==> src/rtl/fp_adder_pkg.sv <==
// Shared types and constants for the single-precision pipelined adder.
package fp_adder_pkg;

  localparam int EXP_W = 8;
  localparam int MAN_W = 23;
  localparam int BIAS  = 127;

  localparam logic [EXP_W-1:0] EXP_MAX = 8'd255;
  localparam logic [30:0]      SAT_MAG = 31'h7FFFFFFF;

  typedef struct packed {
    logic             sign;
    logic [EXP_W-1:0] exp;
    logic [MAN_W-1:0] man;
  } fp32_t;

  // Aligned sum handed from the add stage to the normalize stage.
  typedef struct packed {
    logic               sign;
    logic signed [9:0]  exp;
    logic [24:0]        sum;
    logic               force_ovf;
  } s2_t;

endpackage

==> src/rtl/fp_lzc24.sv <==
// 24-bit leading-zero counter; returns 24 for an all-zero input.
module fp_lzc24 (
  input  logic [23:0] din,
  output logic [4:0]  cnt
);

  // Ascending scan: the most significant set bit is the last one to write cnt.
  always_comb begin
    cnt = 5'd24;
    for (int i = 0; i < 24; i++) begin
      if (din[i]) cnt = 5'(23 - i);
    end
  end

endmodule

==> src/rtl/fp_adder_sequential.sv <==
// Pipelined IEEE-754 single-precision adder with truncation and saturation.
// FP_ADD_IN_REG_EN adds an input register stage (latency 3 instead of 2).
module fp_adder_sequential
  import fp_adder_pkg::*;
(
  input  logic        clk,
  input  logic        rst,
  input  logic [31:0] a,
  input  logic [31:0] b,
  output logic [31:0] result,
  output logic        overflow
);

  fp32_t fa, fb;

`ifdef FP_ADD_IN_REG_EN
  always_ff @(posedge clk or negedge rst) begin
    if (!rst) begin
      fa <= '0;
      fb <= '0;
    end else begin
      fa <= a;
      fb <= b;
    end
  end
`else
  assign fa = a;
  assign fb = b;
`endif

  // Add stage: flush denormals, pick the larger magnitude, align the smaller.
  logic [23:0] sig_a, sig_b, sig_l, sig_s, sig_sh;
  logic [30:0] key_a, key_b;
  logic [7:0]  exp_l, exp_s, exp_diff;
  logic        a_big;
  s2_t         s2_d, s2_q;

  always_comb begin
    sig_a    = (fa.exp != 8'd0) ? {1'b1, fa.man} : 24'd0;
    sig_b    = (fb.exp != 8'd0) ? {1'b1, fb.man} : 24'd0;
    key_a    = (fa.exp != 8'd0) ? {fa.exp, fa.man} : 31'd0;
    key_b    = (fb.exp != 8'd0) ? {fb.exp, fb.man} : 31'd0;
    a_big    = (key_a >= key_b);
    sig_l    = a_big ? sig_a : sig_b;
    sig_s    = a_big ? sig_b : sig_a;
    exp_l    = a_big ? fa.exp : fb.exp;
    exp_s    = a_big ? fb.exp : fa.exp;
    exp_diff = exp_l - exp_s;
    sig_sh   = (exp_diff >= 8'd24) ? 24'd0 : (sig_s >> exp_diff);

    s2_d.sign      = a_big ? fa.sign : fb.sign;
    s2_d.exp       = {2'b00, exp_l};
    s2_d.sum       = (fa.sign == fb.sign) ? ({1'b0, sig_l} + {1'b0, sig_sh})
                                          : ({1'b0, sig_l} - {1'b0, sig_sh});
    s2_d.force_ovf = (fa.exp == EXP_MAX) || (fb.exp == EXP_MAX);
  end

  always_ff @(posedge clk or negedge rst) begin
    if (!rst) s2_q <= '0;
    else      s2_q <= s2_d;
  end

  // Normalize stage.
  logic [4:0]        lz;
  logic signed [9:0] exp_n;
  logic [22:0]       man_n;
  logic [31:0]       res_d;
  logic              ovf_d;

  fp_lzc24 u_lzc (
    .din (s2_q.sum[23:0]),
    .cnt (lz)
  );

  always_comb begin
    if (s2_q.sum[24]) begin
      man_n = s2_q.sum[23:1];
      exp_n = s2_q.exp + 10'sd1;
    end else begin
      // Only the 23 stored bits survive, so shifting the low 23 bits suffices.
      man_n = s2_q.sum[22:0] << lz;
      exp_n = s2_q.exp - $signed({5'b00000, lz});
    end

    res_d = 32'd0;
    ovf_d = 1'b0;
    if (s2_q.force_ovf || exp_n >= 10'sd255) begin
      res_d = {s2_q.sign, SAT_MAG};
      ovf_d = 1'b1;
    end else if (s2_q.sum == 25'd0 || exp_n <= 10'sd0) begin
      res_d = 32'd0;
    end else begin
      res_d = {s2_q.sign, exp_n[7:0], man_n};
    end
  end

  always_ff @(posedge clk or negedge rst) begin
    if (!rst) begin
      result   <= 32'd0;
      overflow <= 1'b0;
    end else begin
      result   <= res_d;
      overflow <= ovf_d;
    end
  end

endmodule

==> config.mk <==
export PLATFORM = sky130hd
export DESIGN_NAME = fp_adder_sequential
export DESIGN_NICKNAME = d
export VERILOG_FILES = /design/src/rtl/fp_adder_pkg.sv /design/src/rtl/fp_lzc24.sv /design/src/rtl/fp_adder_sequential.sv
export SDC_FILE = /design/constraint.sdc
export NUM_CORES = 1
export LEC_CHECK = 0
export ABC_CLOCK_PERIOD_IN_PS = 5000
export CAP_MARGIN = 20
export CORE_MARGIN = 5
export CORE_UTILIZATION = 30
export CTS_CLUSTER_DIAMETER = 40
export DETAILED_ROUTE_END_ITERATION = 6
export HOLD_SLACK_MARGIN = 0.15
export SYNTH_ARGS = -nofsm -noshare
export SYNTH_HDL_FRONTEND = slang
export SYNTH_HIERARCHICAL = 1
export SYNTH_SLANG_ARGS = --single-unit
export TNS_END_PERCENT = 10
==> constraint.sdc <==
create_clock -name clk -period 5 [get_ports clk]
set_input_delay 0.5 -clock clk [delete_from_list [all_inputs] [get_ports clk]]
set_output_delay 0.5 -clock clk [all_outputs]
set_load 0.01 [all_outputs]
==> run summary, run 1 <==
Violated checks -> setup timing
Number of non-filler instances in the completed layout -> 2,229
Req. time, crit path -> 5.21 ns
Clock skew after layout -> 0.00738 ns
Fraction of synthesized cell area taken by the top area cell type -> 17.3%
Total DRC errors in the routed layout -> 0
Post-Place Setup Slack -> -3.60 ns
Total buffers and inverters traversed by the critical path -> 8
Area grow syn2layout -> 52.8%
Worst setup SP type -> primary input
Number of unique standard cell types used by synthesis -> 93
Final wirelength -> 39,000 um
Worst setup path startpoint -> a[30]
Number of synthesized register bits -> 68
Area of the core -> 32,500 um^2
Result of the run -> finished with violations
Violation count after the first detailed-route iteration -> 844
Aggregate global-route resource usage -> 21.0%
Number of flops mapped to enable cells by yosys -> 0
Number of instances in the placed design -> 2,171
Top_reg_cell synth -> sky130_fd_sc_hd__dfrtp_1
Hold slack final -> 0.344 ns
Via-per-instance ratio -> 5.34
Die Area -> 36,600 um^2
P per Cell Area -> 393 nW/um^2
Top Family by Delay on Critical Path -> compound AO/OA/AOI/OAI gates
Critical Path Sink Type -> flop
Switching portion of total power -> 45.1%
Sequential Power Share -> 18.4%
Leading cell types in the layout, fill and taps excluded -> sky130_fd_sc_hd__buf_4 (381), sky130_fd_sc_hd__nand2_1 (212), sky130_fd_sc_hd__o21ai_0 (113)
Synth Warn # -> 6
Clock tree sinks -> 68
Commonest non-fill, non-tap cell in the layout -> sky130_fd_sc_hd__buf_4
Overflow after GRT -> 0
RSZ-0062 raised after global routing -> true
Critical register-to-register path startpoint -> s2_q[2]
Fraction of final layout cells with drive strength greater than 1 -> 33.0%
Site row count -> 66
Largest net degree at the start of global routing -> 69
Initial antenna violation count -> 1
Master of the slowest instance on the critical path -> sky130_fd_sc_hd__or4_4
Total leakage power -> 6.79 nW
Final #Nets -> 1,914
Slew @ Worst Pin -> 0.830 ns
Post-route ant nets -> 0
Synthesized netlist cell count -> 1,355
Number of primary I/O pins -> 99
Final Power -> 5.92 mW
Chip Width -> 191 um
Crit-path max cell delay -> 0.52 ns
Data arrival time at the worst-slack endpoint -> 7.79 ns
Port Buffer Count -> 98
Slew headroom -> 44.2%
Final critical delay including setup and external delays -> 7.57 ns
Global-route wire length before repair -> 62,500 um
Proportion of synthesized flip-flops having asynchronous set or reset -> 100%
Gpl congestion -> 0.935
Final Max Tran Viols -> 0
Count of inserted antenna diode cells -> 0
Ratio of final minimum period to clock period -> 151%
Clock insertion delay at the later pin of the skew report -> 0.33 ns
Power share of the combinational group -> 72.0%
Cell taking the most area after synthesis -> sky130_fd_sc_hd__dfrtp_1
Count of endpoints failing setup in the final report -> 24
Number of buffers between clock root and the deepest sink -> 2
Starting density of the core -> 30.4%
Net Switching -> 2.67 mW
Htree depth -> 3
Vias in the first global route -> 11,943
TritonCTS clock tree -> yes
Syn avg cell area -> 7.27 um^2
Per-cell routed wire length -> 17.5 um
Number of max-cap violations -> 0
Post-Synthesis Cell Area -> 9850 um^2
Clock root cell -> sky130_fd_sc_hd__clkbuf_16
Worst setup slack after layout -> -2.57 ns
Max frequency -> 132 MHz
Overall via count from detail_route -> 11,908
Clock-pin transition on the worst setup and hold timing paths -> 0.05 ns
Path type of the worst min-delay path -> in -> async
Number of optimization iterations in the first detailed-route pass -> 5
Part of the Yosys area used for sequential elements -> 17.3%
Power share of the clock group -> 9.6%
Number of buffers created by CTS -> 9
Final number of hold-violating endpoints -> 0
Internal power summed over all cells -> 3.25 mW
Setup Crit Path Kind -> in -> reg
Synthesized netlist net count -> 1,486
Die height -> 191 um
Crit-path max FO -> 5
Post-detail-place hpwl -> 31,600 um
Synth area leaders -> sky130_fd_sc_hd__dfrtp_1 (17%), sky130_fd_sc_hd__nand2_1 (8.7%), sky130_fd_sc_hd__ha_1 (8.0%)
Maximum resistive drop on vdd -> 0.207 mV
## cell usage after synthesis (5+ instances only)
cell	n
sky130_fd_sc_hd__o22ai_1	10
sky130_fd_sc_hd__o21bai_1	8
sky130_fd_sc_hd__nor3_1	42
sky130_fd_sc_hd__xnor2_1	38
sky130_fd_sc_hd__a211oi_1	13
sky130_fd_sc_hd__o21ai_0	122
sky130_fd_sc_hd__and2_1	33
sky130_fd_sc_hd__mux4_2	13
sky130_fd_sc_hd__clkbuf_1	62
sky130_fd_sc_hd__o21a_1	7
sky130_fd_sc_hd__or2_2	6
sky130_fd_sc_hd__a22oi_1	15
sky130_fd_sc_hd__and3_1	6
sky130_fd_sc_hd__nand3_1	32
sky130_fd_sc_hd__a31oi_1	15
sky130_fd_sc_hd__o211a_1	6
sky130_fd_sc_hd__nand4_1	12
sky130_fd_sc_hd__or3_1	10
sky130_fd_sc_hd__o211ai_1	12
sky130_fd_sc_hd__mux2_2	11
sky130_fd_sc_hd__ha_1	63
sky130_fd_sc_hd__nor2_1	104
sky130_fd_sc_hd__nor4_1	18
sky130_fd_sc_hd__buf_2	8
sky130_fd_sc_hd__xor2_1	13
sky130_fd_sc_hd__inv_1	30
sky130_fd_sc_hd__a21oi_1	101
sky130_fd_sc_hd__or4_1	7
sky130_fd_sc_hd__nor2b_1	20
sky130_fd_sc_hd__a21o_1	15
sky130_fd_sc_hd__mux2i_1	62
sky130_fd_sc_hd__dfrtp_1	68
sky130_fd_sc_hd__o21ai_1	5
sky130_fd_sc_hd__nand2_1	228
sky130_fd_sc_hd__nand2b_1	21
sky130_fd_sc_hd__o31ai_1	17
sky130_fd_sc_hd__a21oi_2	5
sky130_fd_sc_hd__buf_1	6
sky130_fd_sc_hd__o32ai_1	6
## metal layers
layer / track usage, % / part of all wire, % / vias to the layer above
li1: - / - / 5795
met2: 36.4 / 48 / 371
met5: 0 / 0 / -
met3: 1.92 / 4.8 / 80
met1: 27.5 / 44 / 5662
met4: 7.13 / 3.4 / 0
## per-stage QoR
step / setup TNS (ns) / area (um^2) / util [%]
floorplan: -44.97 / 10100 / -
global placement: -58.43 / 14000 / 43.1
detailed placement: -63.48 / 14000 / 43.1
CTS: -38.98 / 14800 / 45.5
global route: -47.90 / 15100 / 46.4
finish: -40.78 / 15100 / 46.4
## what timing repair did
action                                 in CTS  in global routing
hold buffers                                0                  0
resized for setup                         102                 46
cloned                                      1                  0
pin swaps                                  72                 45
endpoints found under the hold margin       0                  0
setup endpoints to repair                  25                 25
setup buffers                              36                  7
## final timing paths
| kind | endpoint | slack, ns | cells past startpoint |
|---|---|---|---|
| worst max-delay path | s2_q[23] | -2.57 | 45 |
| worst min-delay path | result[29] | 0.34 | 2 |
| max in group asynchronous | s2_q[12] | 4.15 | 2 |
| worst min register to register | result[31] | 0.51 | 1 |
| worst max register to register | result[1] | 0.94 | 16 |
| min in group clk | result[31] | 0.51 | 1 |
## power by group through the flow
stage | registers, mW | clock network, mW | logic (mW)
5_1_grt | 1.12 | 0.610 | 4.67
2_1_floorplan | 1.04 | 0 | 2.40
3_3_place_gp | 1.08 | 0 | 3.95
4_1_cts | 1.08 | 0.585 | 4.15
6_report | 1.09 | 0.568 | 4.26
3_5_place_dp | 1.09 | 0 | 4.00
## cell families (layout without fill, tap and decap cells)
kind of cell | count (synthesis) | after routing | share of synthesized area, %
AOI/OAI and AO/OA | 411 | 411 | 27.3
xor gates and xnor gates | 51 | 51 | 4.53
adders and majority gates | 65 | 65 | 8.41
buffers and inverters | 112 | 543 | 4.56
DFF | 68 | 68 | 17.3
muxes | 88 | 88 | 10.8
and+or+nand+nor | 560 | 561 | 27.2
## state kept, by name, summed over array words and instances (netlist names)
register  flops
overflow      1
s2_q         35
result       32
## final cells by class
type	count	area (um^2)
multi-input combinational	1176	8360
sequential	68	1700
tap	442	553
clock buffer	11	253
clock inverter	4	25.0
fill	3224	17400
inverter	33	126
timing repair buffer	495	4040
Power figures use the tool's default switching activity.
==> run 2: changes to the inputs <==
ABC_CLOCK_PERIOD_IN_PS = 8600   (was 5000)
clock period = 8.6 ns   (was 5 ns; I/O delays follow)
==> run 2 against run 1 <==
The run now ends clean. Flip-flop and latch count unchanged. Clock-buffer cell count unchanged. Global-route usage down 0.17 points. Register-to-register slack better by 2.5 ns. Worst setup slack better by 3.0 ns. Worst hold slack better by 0.22 ns. Sequential power down 42%. Sequential share of layout area up 1.8 points. Clock skew down 0.0030 ns. First-iteration DRC count up 5.5%. Final area down 14%. Power down 45%. Critical endpoint is now s2_q[24].
==> run summary, run 2 (synthesized netlist as in run 1, its figures left out) <==
Overall via count from detail_route -> 11,046
Path type of the worst min-delay path -> reg -> reg
Worst path most repeated cell -> sky130_fd_sc_hd__ha_1
Worst setup SP type -> primary input
Maximum resistive drop on vdd -> 0.103 mV
Number of primary I/O pins -> 99
Top Family by Delay on Critical Path -> compound AO/OA/AOI/OAI gates
Post-Place Setup Slack -> -0.514 ns
Port Buffer Count -> 98
Global-route wire length before repair -> 60,800 um
Site row count -> 66
Req. time, crit path -> 8.85 ns
Crit-path max FO -> 14
Cell Area, Placed -> 12,500 um^2
Number of buffers between clock root and the deepest sink -> 2
Area grow syn2layout -> 31.9%
Result of the run -> complete, no violations
Net Switching -> 1.51 mW
TritonCTS clock tree -> yes
Critical register-to-register path startpoint -> s2_q[12]
Final Power -> 3.25 mW
Final #Nets -> 1,701
Per-cell routed wire length -> 19.4 um
Sequential Power Share -> 19.5%
Violation count after the first detailed-route iteration -> 890
Max frequency -> 122 MHz
Clock-pin transition on the worst setup and hold timing paths -> 0.05 ns
Number of non-filler instances in the completed layout -> 2,017
Crit-path max cell delay -> 0.51 ns
Critical Path Sink Type -> flop
Final number of hold-violating endpoints -> 0
Data arrival time at the worst-slack endpoint -> 8.46 ns
Via-per-instance ratio -> 5.48
Power share of the clock group -> 11.0%
Count of endpoints failing setup in the final report -> 0
Die height -> 191 um
Switching portion of total power -> 46.6%
Final wirelength -> 39,200 um
Gpl congestion -> 0.955
Worst hold path cell count -> 1
Internal power summed over all cells -> 1.74 mW
Clock insertion delay at the later pin of the skew report -> 0.33 ns
Slack of the worst reg-to-reg path -> 3.40 ns
Starting density of the core -> 30.4%
Leading cell types in the layout, fill and taps excluded -> sky130_fd_sc_hd__nand2_1 (225), sky130_fd_sc_hd__buf_4 (182), sky130_fd_sc_hd__o21ai_0 (118)
Number of instances in the placed design -> 1,996
Commonest non-fill, non-tap cell in the layout -> sky130_fd_sc_hd__nand2_1
Vias in the first global route -> 10,695
Area of the core -> 32,500 um^2
Number of max-cap violations -> 0
Largest net degree at the start of global routing -> 69
Power share of the combinational group -> 69.4%
Largest registers -> s2_q: 35 flops, result: 32 flops, overflow: 1 flops
Aggregate global-route resource usage -> 20.9%
Count of inserted antenna diode cells -> 0
Slew headroom -> 31.7%
Total buffers and inverters traversed by the critical path -> 7
Largest Register -> s2_q
Terminating pin of the worst hold path -> result[31]
Number of optimization iterations in the first detailed-route pass -> 5
Setup Crit Path Kind -> in -> reg
Final Max Tran Viols -> 0
Hold path startpoint -> s2_q[36]
Fraction of final layout cells with drive strength greater than 1 -> 19.2%
Overflow after GRT -> 0
Number of buffers created by CTS -> 9
Area of all placed cells without fillers -> 13,000 um^2
Master of the slowest instance on the critical path -> sky130_fd_sc_hd__mux4_2
Clock skew after layout -> 0.00439 ns
Total DRC errors in the routed layout -> 0
Ratio of final minimum period to clock period -> 95.5%
Chip Width -> 191 um
Total leakage power -> 5.68 nW
Final critical delay including setup and external delays -> 8.21 ns
Initial antenna violation count -> 1
Worst reg2reg path endpoint -> result[5]
Post-detail-place hpwl -> 31,900 um
Post-route ant nets -> 0
P per Cell Area -> 250 nW/um^2
Worst setup slack after layout -> 0.391 ns
Clock tree sinks -> 68
Htree depth -> 3
Hold slack final -> 0.563 ns
Clock root cell -> sky130_fd_sc_hd__clkbuf_16
R2r worst-path depth -> 16
Die Area -> 36,600 um^2
Largest register FFs -> 35
Slew @ Worst Pin -> 1.02 ns
run 2: worst max path at each step:
stage,start,end,slack (ns),cells after the start
floorplan,a[24],s2_q[24],-0.02,45
global placement,a[28],s2_q[25],-0.16,40
CTS,a[28],s2_q[25],0.02,40
global route,b[27],s2_q[24],-0.007,41
detailed placement,a[28],s2_q[25],-0.51,40
finish,a[28],s2_q[24],0.39,41
run 2: layout make-up:
type	instances	area, um^2
Fill cell	3356	19500
Multi-Input combinational cell	1175	7910
Timing Repair Buffer	283	2410
Sequential cell	68	1700
Tap cell	442	553
Clock buffer	11	253
Inverter	33	124
Clock inverter	5	50.0
run 2: routing by layer:
layer  share of wire (%)  global-route usage [%]  vias up  wire [um]
li1                    -                       -     5380          -
met4                 3.2                    6.24        2       1240
met5               0.033                       0        -         13
met1                  44                    27.5     5235      17300
met2                  48                    36.3      358      18900
met3                 4.5                    1.79       71       1760
run 2: power by group through the flow:
stage | clock network, mW | registers, mW | logic (mW)
CTS | 0.369 | 0.628 | 2.22
global route | 0.382 | 0.653 | 2.46
finish | 0.359 | 0.635 | 2.26
global placement | 0 | 0.632 | 2.20
detailed placement | 0 | 0.633 | 2.21
floorplan | 0 | 0.605 | 1.38
run 2: per-stage QoR:
stage	util (%)	TNS [ns]
global placement	38.5	-0.420
detailed placement	38.5	-1.97
finish	40.0	0
global route	40.0	-0.0103
floorplan	-	-0.0207
CTS	39.4	0
run 2: what timing repair did:
action | 4_1_cts | 5_1_grt
resized for setup | 2 | 41
setup buffers | 1 | 4
setup endpoints to repair | 3 | 9
pin swaps | 1 | 22
hold buffers | 0 | 0
==> run 3: changes to the inputs <==
TNS_END_PERCENT = unset   (was 10)
==> run 3 against run 2 <==
Power is 1.0% higher. Clock power is 1% higher. Die area unchanged. Largest power group unchanged. Highest routed layer is now met4.
==> run summary, run 3 (synthesized netlist as in run 1, its figures left out) <==
Gpl congestion -> 0.992
Worst setup SP type -> primary input
Largest register FFs -> 35
Number of buffers between clock root and the deepest sink -> 2
Port Buffer Count -> 98
Leading cell types in the layout, fill and taps excluded -> sky130_fd_sc_hd__nand2_1 (224), sky130_fd_sc_hd__buf_4 (213), sky130_fd_sc_hd__o21ai_0 (120)
Clock tree sinks -> 68
Number of optimization iterations in the first detailed-route pass -> 5
Overall via count from detail_route -> 11,256
Crit-path max cell delay -> 0.55 ns
Post-route ant nets -> 0
Final number of hold-violating endpoints -> 0
Violation count after the first detailed-route iteration -> 913
Area taken by flip-flops and latches -> 1700 um^2
Final wirelength -> 39,300 um
Maximum resistive drop on vdd -> 0.149 mV
Total DRC errors in the routed layout -> 0
Slew @ Worst Pin -> 0.955 ns
Global-route wire length before repair -> 61,400 um
Post-Place Setup Slack -> -0.319 ns
TritonCTS clock tree -> yes
Total negative slack -> 0 ns
Site row count -> 66
Clock skew after layout -> 0.00769 ns
Total leakage power -> 5.89 nW
Largest registers -> s2_q: 35 flops, result: 32 flops, overflow: 1 flops
Fill cell total of the finished layout -> 3,385
Critical Path Sink Type -> flop
Data arrival time at the worst-slack endpoint -> 8.49 ns
Clock root cell -> sky130_fd_sc_hd__clkbuf_16
Die Area -> 36,600 um^2
Aggregate global-route resource usage -> 21.0%
Number of primary I/O pins -> 99
Area of the core -> 32,500 um^2
Initial antenna violation count -> 0
P per Cell Area -> 246 nW/um^2
Worst setup slack after layout -> 0.362 ns
Setup Crit Path Kind -> in -> reg
Post-detail-place hpwl -> 31,900 um
Req. time, crit path -> 8.85 ns
Number of buffers created by CTS -> 9
Largest net degree at the start of global routing -> 69
Die height -> 191 um
Htree depth -> 3
Clock-pin transition on the worst setup and hold timing paths -> 0.06 ns
Commonest non-fill, non-tap cell in the layout -> sky130_fd_sc_hd__nand2_1
Slew headroom -> 36.2%
Vias in the first global route -> 10,881
Count of inserted antenna diode cells -> 0
Overflow after GRT -> 0
Via-per-instance ratio -> 5.49
Master of the slowest instance on the critical path -> sky130_fd_sc_hd__or4_4
Result of the run -> complete, no violations
Per-cell routed wire length -> 19.2 um
Fraction of final layout cells with drive strength greater than 1 -> 21.6%
Clock insertion delay at the later pin of the skew report -> 0.33 ns
Final critical delay including setup and external delays -> 8.24 ns
Worst path most repeated cell -> sky130_fd_sc_hd__buf_4
Number of max-cap violations -> 0
Starting density of the core -> 30.4%
Crit-path max FO -> 18
Final Max Tran Viols -> 0
Path type of the worst min-delay path -> reg -> reg
Area grow syn2layout -> 35.4%
Ratio of final minimum period to clock period -> 95.8%
Max frequency -> 121 MHz
Multi-input gate area in the final layout -> 7940 um^2
Count of endpoints failing setup in the final report -> 0
Chip Width -> 191 um
Final #Nets -> 1,736
Largest Register -> s2_q
## run 3: area by class of cell
cell class	count	share of cell area, %
clock buffers	10	1.79
clock inverters	6	0.469
inverters	33	0.928
multi-input cells	1175	59.5
flip-flops and latches	68	12.8
well taps	442	4.14
repair buffers	318	20.4
## run 3: path summary, 6_finish.rpt
| check | start | to | slack [ns] | cells after the start |
|---|---|---|---|---|
| setup reg to reg | s2_q[11] | result[1] | 3.83 | 15 |
| min in group asynchronous | rst | s2_q[0] | 0.70 | 2 |
| hold / removal | s2_q[0] | overflow | 0.49 | 2 |
| max in group asynchronous | rst | s2_q[14] | 7.39 | 2 |
| setup / recovery | b[23] | s2_q[24] | 0.36 | 36 |
| hold reg to reg | s2_q[0] | overflow | 0.49 | 2 |
## run 3: stage by stage
step           util [%]  area (um^2)  hold slack, ns  power, mW  std cells
6_report           41.1        13300           0.489       3.28       2052
2_1_floorplan         -         9890           0.469       1.98       1355
5_1_grt            41.1        13300           0.531       3.54       2052
3_3_place_gp       39.3        12800           0.538       2.85       2030
3_5_place_dp       39.3        12800           0.527       2.86       2030
4_1_cts            40.3        13100           0.534       3.24       2046
## run 3: timing repair
action                     CTS  global route
pin swaps                    1            27
resized for setup            1            54
setup buffers                0             5
hold buffers                 0             0
setup endpoints to repair    2            10
## run 3: routing by layer
metal	GRT usage, %	routed length, um	vias up
li1	-	-	5462
met5	0	0	-
met4	5.30	1020	0
met1	28.3	17600	5354
met3	1.79	1850	59
met2	36.4	18800	381
## run 3: worst max-delay path: cells and delay by family
family,cells,cell delay [ns]
simple gates,10,2.15
fa+ha+maj,2,0.50
buf+inv,9,1.74
compound gates,11,2.50
mux,2,0.40
xor+xnor,2,0.32
## run 3: power by group
part           leakage [nW]  switching [mW]  internal (mW)
clock                 0.153           0.132          0.232
sequential            0.815           0.166          0.461
combinational          4.92            1.23           1.07
total                  5.89            1.52           1.76
==> patch (settings of run 1) <==
Add a define of `FP_ADD_IN_REG_EN`.
--- a/src/rtl/fp_adder_sequential.sv
+++ b/src/rtl/fp_adder_sequential.sv
@@ -2,2 +2,4 @@
 // FP_ADD_IN_REG_EN adds an input register stage (latency 3 instead of 2).
+`define FP_ADD_IN_REG_EN
+
 module fp_adder_sequential
Behaviour: not the same (Yosys sat finds a counterexample within 4 cycles, from zero or initial values and one cycle with rst low).
==> patch against run 1 <==
  * The flow still finishes with violations (setup timing)
  * Wire length shrank 7.6%
  * Count of clock-buffer cells in the layout grew 7
  * Sequential cell count grew 64
  * Synthesized area grew 11%
  * Worst setup slack lost 0.081 ns
  * Critical path depth shrank 9
  * Die area grew 11%
  * Total power grew 20%
  * Cell area grew 6.8%
  * Largest cell class unchanged
==> patch: results (changes against run 1) <==
| Metric | Value |
|---|---|
| Status | `complete, but fails checks (unchanged)` |
| Failing checks | `setup timing (unchanged)` |
| CTS Buf Count | `17 (was 9)` |
| Distinct cells, synth | `87 (was 93)` |
| Post-DP Area | `15100 µm² (was 14000 µm²)` |
| Syn_nets | `1466 (was 1486)` |
| Placement Setup Slack | `-3.42 ns (was -3.60 ns)` |
| Leakage | `7.21 nW (was 6.79 nW)` |
| Initial DRC count | `591 (was 844)` |
| Latest clock arrival within the worst-skew pair | `0.45 ns (was 0.33 ns)` |
| Worst r2r src | `fa[27] (was s2_q[2])` |
| Setup_tns | `-40.30 ns (was -40.78 ns)` |
| Min-Delay Path Class | `in -> reg (was in -> async)` |
| Commonest cells post-synth | `nand2_1 (206), dfrtp_1 (132), o21ai_0 (118) (was nand2_1 (228), o21ai_0 (122), nor2_1 (104))` |
| R2R depth | `36 (was 16)` |
| Largest net degree at the start of global routing | `83 (was 69)` |
| Final setup fails | `24 (unchanged)` |
| H-tree depth | `4 (was 3)` |
| Vias/cell | `5.16 (was 5.34)` |
| First-pass GRT wire length | `58.7 mm (was 62.5 mm)` |
| Hold_buf cts | `1 (was 0)` |
| RePlAce Congestion | `0.906 (was 0.935)` |
| Number of fill cells | `3544 (was 3224)` |
| Cts repair resizes | `31 (was 102)` |
| Leading post-synthesis cells by cell area | `dfrtp_1 (30%), ha_1 (7.2%), nand2_1 (7.1%) (was dfrtp_1 (17%), nand2_1 (8.7%), ha_1 (8.0%))` |
| WL/cell | `16.3 µm (was 17.5 µm)` |
| Worst-Margin Slew | `0.904 ns (was 0.830 ns)` |
| Gr usage total | `17.8% (was 21.0%)` |
| CTS Buffer Depth | `2 (unchanged)` |
| Layout cells sized above 1 | `29.2% (was 33.0%)` |
| WP data arrival | `7.97 ns (was 7.79 ns)` |
| Worst Setup Slack, final | `-2.65 ns (was -2.57 ns)` |
| Worst hold margin | `0.487 ns (was 0.344 ns)` |
[patch: worst max-delay path by stage]
stage	startpoint	to	slack (ns)	depth (start not counted)
finish	fa[27]	s2_q[25]	-2.65	36
global route	fb[27]	s2_q[25]	-3.13	36
CTS	fa[27]	s2_q[25]	-2.71	36
detailed placement	fb[27]	s2_q[25]	-3.42	40
global placement	fb[27]	s2_q[25]	-3.19	36
floorplan	fa[25]	s2_q[25]	-3.06	42
[patch: final cells by class]
cell class / count / area (µm²) / share of cell area [%]
multi-input combinational: 1088 / 7650 / 47.6
timing repair buffer: 454 / 3780 / 23.5
sequential: 132 / 3300 / 20.6
tap: 468 / 586 / 3.64
clock buffer: 18 / 439 / 2.73
clock inverter: 14 / 175 / 1.09
inverter: 36 / 135 / 0.841
[patch: power by group]
| part | internal [mW] | switching [mW] |
|---|---|---|
| combinational | 2.09 | 2.07 |
| sequential | 1.34 | 0.302 |
| clock | 0.800 | 0.481 |
| total | 4.23 | 2.85 |
[patch: routing by layer]
| metal | wire length, µm | share of wire (%) | GRT usage [%] | up-vias |
|---|---|---|---|---|
| met1 | 16200 | 45 | 23.0 | 5416 |
| met2 | 17400 | 48 | 30.4 | 278 |
| li1 | - | - | - | 5652 |
| met3 | 1500 | 4.2 | 3.04 | 55 |
| met4 | 940 | 2.6 | 5.65 | 2 |
| met5 | 13 | 0.036 | 0 | - |
[patch: cells by family after synthesis]
| logic type | synth area share [%] |
|---|---|
| flip-flops | 30.2 |
| adder cells (fa/ha/maj) | 7.56 |
| multiplexers | 9.59 |
| AO/OA/AOI/OAI | 23.1 |
| buffers and inverters | 4.18 |
| XOR/XNOR | 4.16 |
| AND/OR/NAND/NOR | 21.3 |
